**src/rtl/trap_ctrl_pkg.sv**
```systemverilog
// Shared core definitions for the trap controller: exception cause codes,
// FSM state encoding and the machine-mode CSR addresses the trap path targets.
package trap_ctrl_pkg;

  localparam logic [4:0] CAUSE_IF_MISALIGN = 5'd0;
  localparam logic [4:0] CAUSE_ILLEGAL     = 5'd2;
  localparam logic [4:0] CAUSE_EBREAK      = 5'd3;
  localparam logic [4:0] CAUSE_LD_MISALIGN = 5'd4;
  localparam logic [4:0] CAUSE_ST_MISALIGN = 5'd6;
  localparam logic [4:0] CAUSE_ECALL_M     = 5'd11;

  localparam logic [11:0] CSR_MSTATUS = 12'h300;
  localparam logic [11:0] CSR_MTVEC   = 12'h305;
  localparam logic [11:0] CSR_MEPC    = 12'h341;
  localparam logic [11:0] CSR_MCAUSE  = 12'h342;
  localparam logic [11:0] CSR_MTVAL   = 12'h343;

  typedef enum logic [1:0] {
    ST_IDLE  = 2'd0,
    ST_ENTER = 2'd1,
    ST_DRAIN = 2'd2,
    ST_RET   = 2'd3
  } trap_state_t;

  typedef struct packed {
    logic        valid;
    logic [4:0]  cause;
    logic [31:0] pc;
    logic [31:0] val;
  } trap_info_t;

endpackage

```
**src/rtl/trap_ctrl.sv**
```systemverilog
// Machine-mode trap sequencer: picks the oldest pending exception, pulses the
// CSR file, flushes the pipeline for DRAIN_CYCLES and redirects fetch.
//   state    | meaning
//   ST_IDLE  | sampling exceptions / MRET, flush low
//   ST_ENTER | trap_entry pulse, trap fields valid, flush high
//   ST_DRAIN | flush high, down-counter runs, last cycle redirects to trap_vector
//   ST_RET   | MRET pulse with redirect to mepc_in
module trap_ctrl
  import trap_ctrl_pkg::*;
#(
  parameter int DRAIN_CYCLES = 2
) (
  input  logic        clk,
  input  logic        reset_n,
  input  logic        if_misalign,
  input  logic [31:0] if_pc,
  input  logic        id_illegal,
  input  logic        id_ecall,
  input  logic        id_ebreak,
  input  logic        id_mret,
  input  logic [31:0] id_pc,
  input  logic [31:0] id_instr,
  input  logic        mem_ld_misalign,
  input  logic        mem_st_misalign,
  input  logic [31:0] mem_pc,
  input  logic [31:0] mem_addr,
  input  logic [31:0] trap_vector,
  input  logic [31:0] mepc_in,
  output logic        trap_entry,
  output logic [31:0] trap_pc,
  output logic [4:0]  trap_cause,
  output logic [31:0] trap_val,
  output logic        mret,
  output logic        flush,
  output logic        redirect_valid,
  output logic [31:0] redirect_pc
);

  // Counter holds the number of DRAIN cycles still to follow the current one.
  localparam logic [3:0] DRAIN_LOAD = 4'(DRAIN_CYCLES - 1);

  trap_state_t state;
  logic [3:0]  drain_cnt;
  trap_info_t  exc;

  always_comb begin
    exc = '0;
    if (mem_ld_misalign) begin
      exc = '{valid: 1'b1, cause: CAUSE_LD_MISALIGN, pc: mem_pc, val: mem_addr};
    end else if (mem_st_misalign) begin
      exc = '{valid: 1'b1, cause: CAUSE_ST_MISALIGN, pc: mem_pc, val: mem_addr};
    end else if (id_illegal) begin
      exc = '{valid: 1'b1, cause: CAUSE_ILLEGAL, pc: id_pc, val: id_instr};
    end else if (id_ebreak) begin
      exc = '{valid: 1'b1, cause: CAUSE_EBREAK, pc: id_pc, val: 32'd0};
    end else if (id_ecall) begin
      exc = '{valid: 1'b1, cause: CAUSE_ECALL_M, pc: id_pc, val: 32'd0};
    end else if (if_misalign) begin
      exc = '{valid: 1'b1, cause: CAUSE_IF_MISALIGN, pc: if_pc, val: if_pc};
    end
  end

  always_ff @(posedge clk or negedge reset_n) begin
    if (!reset_n) begin
      state          <= ST_IDLE;
      drain_cnt      <= 4'd0;
      trap_entry     <= 1'b0;
      trap_pc        <= 32'd0;
      trap_cause     <= 5'd0;
      trap_val       <= 32'd0;
      mret           <= 1'b0;
      flush          <= 1'b0;
      redirect_valid <= 1'b0;
      redirect_pc    <= 32'd0;
    end else begin
      trap_entry     <= 1'b0;
      mret           <= 1'b0;
      redirect_valid <= 1'b0;
      case (state)
        ST_IDLE: begin
          if (exc.valid) begin
            state      <= ST_ENTER;
            trap_entry <= 1'b1;
            flush      <= 1'b1;
            trap_pc    <= exc.pc;
            trap_cause <= exc.cause;
            trap_val   <= exc.val;
          end else if (id_mret) begin
            state          <= ST_RET;
            mret           <= 1'b1;
            flush          <= 1'b1;
            redirect_valid <= 1'b1;
            redirect_pc    <= mepc_in;
          end
        end
        ST_ENTER: begin
          state     <= ST_DRAIN;
          drain_cnt <= DRAIN_LOAD;
          if (DRAIN_LOAD == 4'd0) begin
            redirect_valid <= 1'b1;
            redirect_pc    <= trap_vector;
          end
        end
        ST_DRAIN: begin
          if (drain_cnt == 4'd0) begin
            state <= ST_IDLE;
            flush <= 1'b0;
          end else begin
            drain_cnt <= drain_cnt - 4'd1;
            if (drain_cnt == 4'd1) begin
              redirect_valid <= 1'b1;
              redirect_pc    <= trap_vector;
            end
          end
        end
        ST_RET: begin
          state <= ST_IDLE;
          flush <= 1'b0;
        end
        default: begin
          state <= ST_IDLE;
          flush <= 1'b0;
        end
      endcase
    end
  end

endmodule

```
**config.mk**
```make
export PLATFORM = sky130hd
export DESIGN_NAME = trap_ctrl
export DESIGN_NICKNAME = d
export VERILOG_FILES = /design/src/rtl/trap_ctrl_pkg.sv /design/src/rtl/trap_ctrl.sv
export SDC_FILE = /design/constraint.sdc
export NUM_CORES = 1
export LEC_CHECK = 0
export ABC_AREA = 1
export CAP_MARGIN = 20
export CORE_AREA = 2 2 130 132
export CTS_CLUSTER_SIZE = 16
export DETAILED_ROUTE_END_ITERATION = 16
export DIE_AREA = 0 0 132 134
export PLACE_DENSITY_LB_ADDON = 0.05
export SLEW_MARGIN = 20
export SYNTH_ARGS = -nofsm -noshare
export SYNTH_HDL_FRONTEND = slang
export SYNTH_SLANG_ARGS = --single-unit
export TNS_END_PERCENT = 20
```
**constraint.sdc**
```tcl
create_clock -name clk -period 2.7 [get_ports clk]
set_input_delay 0.54 -clock clk [delete_from_list [all_inputs] [get_ports clk]]
set_output_delay 0.54 -clock clk [all_outputs]
set_load 0.02 [all_outputs]
```
; Word-level counts from Yosys, hierarchy flattened
; Index checks and enable logic that the tools add are counted.
[totals]
register_bits = 111
[op_classes]
addsub = 1
n_eq_ne = 10
n_mux = 29
reduce_logical = 10
[op_table]
columns = operator, count
row1 = $mux W70, 6
row2 = $mux W32, 4
row3 = $pmux W32 S2, 1
row4 = $mux W1, 10
row5 = $ne A2 B2 Y1 const B, 5
row6 = $pmux W2 S4, 1
row7 = $pmux W4 S2, 1
row8 = $mux W2, 3
row9 = $reduce_and A2 Y1, 3
row10 = $reduce_and A5 Y1, 1
row11 = $eq A2 B2 Y1 const B, 2
row12 = $eq A4 B1 Y1 const B, 1
row13 = $logic_not A4 Y1, 1
row14 = $mux W4, 1
row15 = $reduce_bool A2 Y1, 2
row16 = $sub A4 B1 Y4 const B, 1
row17 = $ne A3 B3 Y1 const B, 1
row18 = $pmux W1 S3, 1
row19 = $reduce_and A3 Y1, 1
row20 = $reduce_bool A3 Y1, 1
row21 = $eq A2 B1 Y1 const B, 1
row22 = $logic_not A2 Y1, 1
row23 = $pmux W1 S2, 1

; Logic depth before layout (Yosys ltp)
[logic_depth]
word_depth = 8
mapped_depth = 9
mapped_depth_nobuf = 9

; Worst setup path before layout
; Ideal clock, no wire load.
[synth_path]
path_kind = in2reg
startpoint = input port id_illegal
endpoint = register trap_cause[0]
arrival_ps = 1450
required_ps = 2582
stages = 9
setup_time_ps = 118
slack_ps = 1132
cell_sequence = buf_2 > inv_2 > nand2_4 > nor2_4 > nor2_2 > buf_6 > buf_6 > nand3_1 > nand2_1
[synth_via]
elab_chain_cells = 4
[synth_rtl]
columns = element, line
row1 = from (decl), trap_ctrl.sv:17  ; input logic id_illegal,
row2 = $mux W70 (*), trap_ctrl.sv:52  ; end else if (id_illegal) begin
row3 = $mux W70 (*), trap_ctrl.sv:50  ; end else if (mem_st_misalign) begin
row4 = $mux W70 (*), trap_ctrl.sv:48  ; if (mem_ld_misalign) begin
row5 = $reduce_and A2 Y1 (no source line), -
row6 = to (signal assigned), trap_ctrl.sv:86  ; trap_cause <= exc.cause;
row7 = to (decl), trap_ctrl.sv:31  ; output logic [4:0] trap_cause,
; Every way passes the cells marked *; elsewhere a longest branch is shown, timed or not.
; A chain may end at the register's enable or synchronous reset.

; Worst setup path in the final report
[layout_path]
startpoint = register trap_pc[20]
endpoint = output port trap_pc[20]
[layout_rtl]
columns = element, line
row1 = from (decl), trap_ctrl.sv:30  ; output logic [31:0] trap_pc,
row2 = from (signal assigned), trap_ctrl.sv:85  ; trap_pc <= exc.pc;
; No word-level cell between the ends.

==> run metrics <==
Pint=5580 uW; Final ANT Viol Nets=0; sw frac=42.4%; power share of the sequential group=29.8%; fmax=520 MHz; vias in the first global route=6748; worst path cell trace=clkdlybuf4s50_1; clk slew on worst S/H paths=0.07 ns; full die area=0.0177 mm2; area leader, netlist=dfrtp_1; Pre-antenna DRT Iters=6; Final GP Congestion=0.863; largest net degree at the start of global routing=111; Worst Setup End Kind=output port; drt drc=0; RSZ-0062 raised after global routing=false; top post-synthesis cells by area=dfrtp_1, nand2_1, nand3_1; total track usage=25.5%; slew margin rel.=58.9%; CP Class=flop to output port; Layout area overhead=59.9%; core area=0.0163 mm2; first-pass GRT wire length=35.6 mm; CP Launch Type=flop; final setup vio count=0; sw power=4100 uW; Required @ worst endpoint=2.16 ns; Final Hold Viols=0; slowest stage cell, crit path=clkdlybuf4s50_1; PD cells=953 mW/mm2; initial antenna violation count=3; H-tree lvl count=3; total gr overflow=0; CTS Hold Bufs=0; clock tree buffer depth=2; CP bufs+invs=1; total chip power=9680 uW; layout cells sized above 1=8.61%; outcome=finished, final reports clean; pin slew with the least headroom to its limit=0.617 ns; Gate Count Post-Synth=914; Via density=4.73; crit path time final=1.92 ns; clock sink count=110; clock buffer count from CTS=9; Slew Limit Fails=0; Logic pwr share=56.5%; share of the synthesized area in the top cell type=43.3%; fin nets=1451; row count=47; part of the power in the clock network=13.7%; synth unique cells=26; period utilization=71.3%; CP max stage delay=0.68 ns; delay-heaviest family, CP=buffers and inverters; setup TNS after final layout=0 ns; CTS root buf=clkbuf_16; Starting Density=39.0%; CP Max Fanout=2; WL/cell=15.6 um; WL final=22.5 mm; clock skew=0.00555 ns; VDD IR max=432 uV; total number of vias=6821; worst skew pair latency=0.34 ns; width of the die=132 um; register area share after synthesis=43.3%; DR iter-0 viols=276; HP Class=input pin to asynchronous set/reset pin; post-DP HPWL=16.3 mm; Post-CTS Setup Inserts=0; WP data arrival=1.38 ns; number of buffers added on ports=336; Syn Nets=1149; Mean Syn Cell Area=6.95 um2; Max Cap Viol=0; io pins=338; Leak=0.00501 uW; CTS tree=built; Netlist Area Pre-Place=0.00635 mm2; Yosys reg bits=110; yosys warns=0; Die Y=134 um; CTS resizes=0
-- synth_stat cells --
master	n
inv_2	2
a21oi_1	2
buf_6	7
nand4_2	1
o21ai_2	1
clkbuf_1	29
o21bai_1	1
buf_4	1
o21ai_0	2
dfrtp_1	110
nand2_4	3
nor2_4	2
conb_1	1
nand2_1	439
o21ai_1	2
buf_2	23
inv_1	45
nand4_1	33
o22ai_1	1
nand3_1	132
ha_1	2
nor3_1	1
buf_1	1
nor2_2	2
or2_2	64
nor2_1	7
-- path summary, 6_finish.rpt --
kind	cells after the start	to	from	slack, ns
setup reg to reg	8	redirect_pc[5]	drain_cnt[0]	0.87
hold / removal	2	redirect_pc[27]	reset_n	0.25
hold reg to reg	1	state[1]	state[1]	0.47
min in group clk	1	state[1]	state[1]	0.47
max in group asynchronous	2	redirect_pc[21]	reset_n	1.98
setup / recovery	1	trap_pc[20]	trap_pc[20]	0.78
-- through the flow --
step           hold WS, ns  worst slack, ns  util [%]  instance area (um2)  instances
2_1_floorplan        0.244             1.13         -                 6350        914
3_3_place_gp         0.449            0.477      60.5                 9860       1425
3_5_place_dp         0.463            0.482      60.5                 9860       1425
4_1_cts              0.296            0.756      62.3                10200       1440
5_1_grt              0.294            0.691      62.4                10200       1442
6_report             0.248            0.776      62.4                10200       1442
-- cells in the final DEF (no fill, tap or decap) --
master	instances
nand2_4	3
clkbuf_1	2
nand2_1	439
nor2_4	4
buf_4	13
nand3_1	132
diode_2	2
clkinvlp_4	2
o21ai_0	2
o21ai_4	1
clkdlybuf4s50_1	335
o21ai_1	2
clkbuf_8	1
inv_1	45
ha_1	2
buf_12	4
inv_2	2
o22ai_1	1
nand4_1	33
o21bai_1	1
nor3_1	1
dfrtp_1	110
conb_1	1
nand4_2	1
nor2_1	7
a21oi_1	2
or2_2	64
bufinv_16	1
clkbuf_16	9
-- flip-flops by register name, indices dropped and copies added (netlist names), 2 cells and up --
signal / flops
trap_cause: 4
drain_cnt: 4
redirect_pc: 32
trap_val: 32
trap_pc: 32
state: 2
-- logic make-up after synthesis --
kind of cell | Yosys count | synth area share, %
AOI/OAI and AO/OA | 9 | 0.827
adders and majority gates | 2 | 0.394
DFF | 110 | 43.3
buffers and inverters | 108 | 7.72
other | 1 | 0.0590
and+or+nand+nor | 684 | 47.7
-- metal layers --
layer | share of wire [%] | global-route usage (%)
met1 | 40 | 29.2
met3 | 8.6 | 8.20
met5 | 0.071 | 0
met4 | 2.8 | 9.66
met2 | 48 | 44.5
-- power groups by stage --
stage	sequential [uW]	clock, uW	combinational, uW
floorplan	3780	0	2070
global placement	2890	0	5450
detailed placement	2890	0	5520
CTS	2890	1370	5540
global route	2980	1430	5940
finish	2880	1330	5470
-- area by class of cell --
type                       count  area [um2]
sequential                   110        2750
timing repair buffer         352        3530
multi-input combinational    696        3130
fill                        1509        6130
antenna                        2        5.00
tap                          220         275
inverter                      47         176
clock buffer                  12         246
clock inverter                 3        45.0
(Power assumes the default switching activity.)
